--- config.mk ---
export PLATFORM = sky130hd
export DESIGN_NAME = noisy_channel_flat
export DESIGN_NICKNAME = d
export VERILOG_FILES = /design/src/rtl/noisy_channel_if.sv /design/src/rtl/noisy_channel.sv /design/src/flat_wrapper.sv
export SDC_FILE = /design/constraint.sdc
export NUM_CORES = 1
export LEC_CHECK = 0
export BUFFER_PORTS_ARGS = -buffer_cell sky130_fd_sc_hd__buf_4
export CAP_MARGIN = 10
export CORE_MARGIN = 2
export CORE_UTILIZATION = 63
export DETAILED_ROUTE_END_ITERATION = 16
export PLACE_DENSITY_LB_ADDON = 0.12
export SYNTH_ARGS = -nofsm -noshare
export SYNTH_HDL_FRONTEND = slang
export SYNTH_SLANG_ARGS = --single-unit
--- constraint.sdc ---
create_clock -name clk -period 17.8 [get_ports clk]
set_input_delay 2.67 -clock clk [delete_from_list [all_inputs] [get_ports clk]]
set_output_delay 2.67 -clock clk [all_outputs]
set_load 0.01 [all_outputs]
--- src/rtl/noisy_channel_if.sv ---
// noisy_channel_if
//   Stream bundle around the error-injecting channel.
//   master : upstream/downstream side (drives in_valid, data_in, out_ready)
//   slave  : the channel itself (drives in_ready, out_valid, data_out, err_mask)
//   Codeword vectors are [0:WIDTH-1]; index 0 is the MSB-side bit.
interface noisy_channel_if #(
   parameter int unsigned WIDTH = 9
);
   logic               in_valid;
   logic               in_ready;
   logic [0:WIDTH-1]   data_in;
   logic               out_valid;
   logic               out_ready;
   logic [0:WIDTH-1]   data_out;
   logic [0:WIDTH-1]   err_mask;

   modport master (
      output in_valid, data_in, out_ready,
      input  in_ready, out_valid, data_out, err_mask
   );

   modport slave (
      input  in_valid, data_in, out_ready,
      output in_ready, out_valid, data_out, err_mask
   );
endinterface

--- src/rtl/noisy_channel.sv ---
// noisy_channel
//   Registered error-injecting channel for ECC codeword experiments. Each
//   accepted codeword gets 0, 1 or 2 bit flips at positions derived from a
//   reseedable 16-bit Galois LFSR, with one output register (latency 1).
// Ports
//   clk        rising-edge clock
//   rst_n      asynchronous active-low reset
//   mode       0 = pass, 1 = single flip, 2 = double flip, 3 = pass
//   seed_load  load seed_in into the LFSR (0 is loaded as 16'h0001)
//   seed_in    new LFSR value
//   bus        stream interface (slave): in_valid/in_ready/data_in,
//              out_valid/out_ready/data_out/err_mask
//   err_count  words accepted with a nonzero mask, saturating at 16'hFFFF
module noisy_channel #(
   parameter int unsigned WIDTH = 9,
   parameter logic [15:0] SEED  = 16'hACE1
) (
   input  logic                clk,
   input  logic                rst_n,
   input  logic [1:0]          mode,
   input  logic                seed_load,
   input  logic [15:0]         seed_in,
   noisy_channel_if.slave      bus,
   output logic [15:0]         err_count
);

   // The all-zero LFSR state is a lock-up state; never enter it.
   localparam logic [15:0] SEED_EFF = (SEED == 16'h0000) ? 16'h0001 : SEED;
   localparam logic [8:0]  W_MOD    = 9'(WIDTH);
   localparam logic [8:0]  W_MOD_M1 = 9'(WIDTH - 1);
   localparam logic [15:0] TAPS     = 16'hB400;

   logic [15:0]        lfsr_q;
   logic [15:0]        lfsr_next;
   logic [15:0]        err_cnt_q;
   logic               out_valid_q;
   logic [0:WIDTH-1]   data_q;
   logic [0:WIDTH-1]   mask_q;
   logic [0:WIDTH-1]   mask;
   logic [8:0]         p1;
   logic [8:0]         p2;
   logic               flip;
   logic               xfer;

   assign bus.in_ready  = !out_valid_q || bus.out_ready;
   assign xfer          = bus.in_valid && bus.in_ready;
   assign bus.out_valid = out_valid_q;
   assign bus.data_out  = data_q;
   assign bus.err_mask  = mask_q;
   assign err_count     = err_cnt_q;

   assign flip      = (mode == 2'd1) || (mode == 2'd2);
   assign lfsr_next = (lfsr_q >> 1) ^ (lfsr_q[0] ? TAPS : 16'h0000);

   // p2 is offset from p1 by 1..WIDTH-1 (mod WIDTH), so it never equals p1.
   always_comb begin
      p1   = {1'b0, lfsr_q[7:0]} % W_MOD;
      p2   = (p1 + 9'd1 + ({1'b0, lfsr_q[15:8]} % W_MOD_M1)) % W_MOD;
      mask = '0;
      for (int unsigned i = 0; i < WIDTH; i++) begin
         if (mode == 2'd1) begin
            mask[i] = (9'(i) == p1);
         end else if (mode == 2'd2) begin
            mask[i] = (9'(i) == p1) || (9'(i) == p2);
         end
      end
   end

   always_ff @(posedge clk or negedge rst_n) begin
      if (!rst_n) begin
         lfsr_q      <= SEED_EFF;
         out_valid_q <= 1'b0;
         data_q      <= '0;
         mask_q      <= '0;
         err_cnt_q   <= '0;
      end else begin
         if (xfer) begin
            data_q      <= bus.data_in ^ mask;
            mask_q      <= mask;
            out_valid_q <= 1'b1;
            if ((|mask) && (err_cnt_q != '1)) begin
               err_cnt_q <= err_cnt_q + 16'd1;
            end
         end else if (bus.out_ready) begin
            out_valid_q <= 1'b0;
         end

         // A coincident xfer already used the old value for its mask;
         // the seed wins over the advance.
         if (seed_load) begin
            lfsr_q <= (seed_in == 16'h0000) ? 16'h0001 : seed_in;
         end else if (xfer && flip) begin
            lfsr_q <= lfsr_next;
         end
      end
   end

endmodule

--- src/flat_wrapper.sv ---
// flat-port wrapper written by rule: the top's interface ports become plain ports
module noisy_channel_flat 
#(
   parameter int unsigned WIDTH = 9,
   parameter logic [15:0] SEED  = 16'hACE1
)
  (clk, rst_n, mode, seed_load, seed_in, err_count, bus_in_valid, bus_data_in, bus_out_ready, bus_in_ready, bus_out_valid, bus_data_out, bus_err_mask);
  noisy_channel_if #(.WIDTH(WIDTH)) bus_i ();
  input  logic clk;
  input  logic rst_n;
  input  logic [1:0] mode;
  input  logic seed_load;
  input  logic [15:0] seed_in;
  output logic [15:0] err_count;
  input wire logic [$bits(bus_i.in_valid)-1:0] bus_in_valid;
  input wire logic [$bits(bus_i.data_in)-1:0] bus_data_in;
  input wire logic [$bits(bus_i.out_ready)-1:0] bus_out_ready;
  output wire logic [$bits(bus_i.in_ready)-1:0] bus_in_ready;
  output wire logic [$bits(bus_i.out_valid)-1:0] bus_out_valid;
  output wire logic [$bits(bus_i.data_out)-1:0] bus_data_out;
  output wire logic [$bits(bus_i.err_mask)-1:0] bus_err_mask;
  assign bus_i.in_valid = bus_in_valid;
  assign bus_i.data_in = bus_data_in;
  assign bus_i.out_ready = bus_out_ready;
  assign bus_in_ready = bus_i.in_ready;
  assign bus_out_valid = bus_i.out_valid;
  assign bus_data_out = bus_i.data_out;
  assign bus_err_mask = bus_i.err_mask;
  noisy_channel #(.WIDTH(WIDTH), .SEED(SEED)) u_core (.clk(clk), .rst_n(rst_n), .mode(mode), .seed_load(seed_load), .seed_in(seed_in), .bus(bus_i), .err_count(err_count));
endmodule
==> metrics.md <==
| Metric | Value |
|---|---|
| Seq/Total Area, Yosys | `0.2968` |
| PortBufs | `between 60 and 70` |
| Clk Latency, worst-skew pair | `0.31 ns` |
| CP bufs+invs | `2` |
| Unrepaired setup endpoints after global routing | `no` |
| Max-Cap Viols | `0` |
| Full die area | `0.007559 mm2` |
| Nets | `612` |
| CTS tree | `yes` |
| Sum of negative setup slack | `0 ns` |
| Slew headroom | `0.3124` |
| Syn_nets | `roughly 560` |
| Critical Path Fanout Max | `16` |
| Critical path launch point type | `flop` |
| Endpoints failing hold | `0` |
| IO Count | `68` |
| Top_reg_cell synth | `dfrtp_1` |
| Lkg Pwr | `0.002064 uW` |
| Number of global-route vias before repair | `3,914` |
| Routed vias/inst | `6.580` |
| Final WL | `10,720 um` |
| Outcome | `completed` |
| Max Fclk | `about 0.11 GHz` |
| Mean Syn Cell Area | `approximately 8.4 um2` |
| Placer congestion estimate | `0.9453` |
| Final setup vio count | `0` |
| Reg clk slew, reported paths | `approximately 0.11 ns` |
| Post-Route Utilization | `0.7356` |
| GRT overflow | `0` |
| Placed instance area | `0.004846 mm2` |
| DR WL/cell | `16.49 um` |
| Die span in y | `86.95 um` |
| Multi-input logic area | `0.002889 mm2` |
| Largest net degree at the start of global routing | `52` |
| WP data arrival | `just over 9 ns` |
| Post-CTS setup buffer count | `0` |
| Setup Skew | `0.009671 ns` |
| H-tree depth | `2` |
| First-pass GRT wire length | `18,130 um` |
| #FFs+latches synth | `51` |
| Required time worst endpoint | `18.01 ns` |
| Synth Warn # | `0` |
| Fin Hold WS | `0.4855 ns` |
| DRT Pass-1 Iters | `5` |
| CP endpoint kind | `flop` |
| Kind of critical path | `reg -> reg` |
| Yosys cell types | `84` |
| Critical path's top delay family | `compound AO/OA/AOI/OAI gates` |
| Die Width | `86.95 um` |
| Largest stage delay, worst path | `slightly below 0.7 ns` |
| CTS Sinks | `51` |
| Vias | `4,277` |
| Clk root buf | `clkbuf_8` |
| Worst hold path type | `reg -> reg` |
| DRC violations left | `0` |
| Finished Layout Cells | `650` |
| PostCTS Resize Cnt | `0` |
| Area of the core | `0.006719 mm2` |
| Final Critical Period | `8.989 ns` |
| Post-synth EDFFs | `0` |
| Cells after synthesis | `just over 500` |
| Final instance area | `between 0.004 and 0.005 mm2` |
| Fillers | `497` |
| VDD IR max | `around 0.083 mV` |
| Least-Margin Pin Slew | `1.028 ns` |
| Final period util | `0.5050` |
| Dpl hpwl | `around 8100 um` |
| Final Slew Violations | `0` |
| Final ANT Viol Nets | `0` |
| Initial antenna violation count | `0` |
| Area delta synth->final | `14.03%` |
| Largest buffer count on any clock path | `2` |
| Ant diodes | `0` |
| Dpl cells | `642` |
| Mapped cell area | `0.004334 mm2` |
| CTS Buf Count | `5` |
| Post-synth ARST share | `1.000` |
| Flip-flop and latch area | `between 0.001 and 0.0015 mm2` |
| Worst path slowest cell | `dfstp_2` |
| Initial DRC count | `307` |
| Row cnt | `30` |
| Initial core utilization | `0.6451` |
| Post-CTS Hold Buffers | `0` |
| Ratio of cells with drive above 1 in the final layout | `0.1895` |
| Power density over the cells | `187.1 mW/mm2` |
| Total GRT Usage | `0.2916` |
-- cell usage after synthesis (all sizes together) (5+ instances only) --
cell type | n | area [um2]
a211oi | 11 | 92.58
a21o | 5 | 37.54
a21oi | 21 | 105.1
a31oi | 8 | 56.30
a41oi | 8 | 70.07
and2 | 7 | 43.79
and3 | 12 | 75.07
buf | 11 | 57.55
clkbuf | 11 | 41.29
dfrtp | 43 | 1076
dfstp | 8 | 210.2
ha | 10 | 125.1
inv | 16 | 60.06
mux2 | 6 | 67.56
mux2i | 13 | 133.9
nand2 | 57 | 216.5
nand2b | 12 | 75.07
nand3 | 15 | 75.07
nand4 | 12 | 75.07
nor2 | 31 | 116.4
nor3 | 8 | 40.04
nor4 | 6 | 37.54
o211ai | 10 | 85.08
o21ai | 42 | 214.0
o22ai | 6 | 37.54
o31ai | 13 | 97.59
xnor2 | 31 | 279.0
-- stage by stage --
stage | total power, uW | setup slack (ns)
finish | 924.6 | 8.811
global route | 1004 | 8.019
detailed placement | 836.2 | 9.015
global placement | 822.5 | 9.445
CTS | 910.1 | 8.972
floorplan | 679.9 | 10.31
-- cell families after synthesis --
kind of cell | share of synthesized area
buffers and inverters | 0.03666
adders and majority gates | 0.03609
and+or+nand+nor | 0.2226
muxes | 0.04648
DFF | 0.2968
xor gates and xnor gates | 0.07246
AOI/OAI and AO/OA | 0.2890
-- metal layers --
layer | share of wire | global-route usage
met5 | 0 | 0
met4 | 0.020 | 0.07386
met3 | 0.055 | 0.04739
met2 | 0.49 | 0.4795
met1 | 0.44 | 0.4010
-- area by class of cell --
type                       instances  share of cell area
inverter                          16             0.01215
sequential                        51              0.2603
tap                               80             0.02025
timing repair buffer              68              0.1033
clock inverter                     3            0.005570
multi-input combinational        427              0.5846
clock buffer                       5             0.01392
-- layout by cell type (no fill, tap or decap), types with 13 or more instances in the layout --
cell type  count
inv_1         16
dfrtp_1       43
o21ai_0       38
o31ai_1       13
buf_4         68
nand2_1       56
nand3_1       15
xnor2_1       30
a21oi_1       21
nor2_1        31
-- worst reg2reg max path, delay by kind of cell, from the launching register on --
family	cells	cell delay, ns
AOI/OAI and AO/OA	14	4.62
xor gates and xnor gates	1	0.24
adders and majority gates	2	0.64
buffers and inverters	2	0.30
DFF	1	0.69
muxes	1	0.34
and+or+nand+nor	8	2.04
-- sequential cells by signal, indices dropped and copies added (netlist names) --
name and cells:
u_core.bus.data_out 9, u_core.bus.err_mask 9, u_core.bus.out_valid 1, u_core.err_count 16, u_core.lfsr_q 16
-- report_power, final --
group | internal, uW | leakage (uW) | switching [uW]
clock | 29.0 | 0.0000463 | 42.9
combinational | 266 | 0.00138 | 423
sequential | 142 | 0.000642 | 22.4
-- worst paths after layout --
kind | startpoint | to | slack [ns] | cells after the start
max | u_core.lfsr_q[7] | u_core.err_count[1] | 8.81 | 28
min | u_core.bus.err_mask[3] | u_core.bus.err_mask[3] | 0.49 | 2
max reg2reg | u_core.lfsr_q[7] | u_core.err_count[1] | 8.81 | 28
min reg2reg | u_core.bus.err_mask[3] | u_core.bus.err_mask[3] | 0.49 | 2
max in group asynchronous | rst_n | u_core.err_count[14] | 14.99 | 1
min in group asynchronous | rst_n | u_core.bus.err_mask[2] | 2.38 | 1
(Power assumes the default switching activity.)
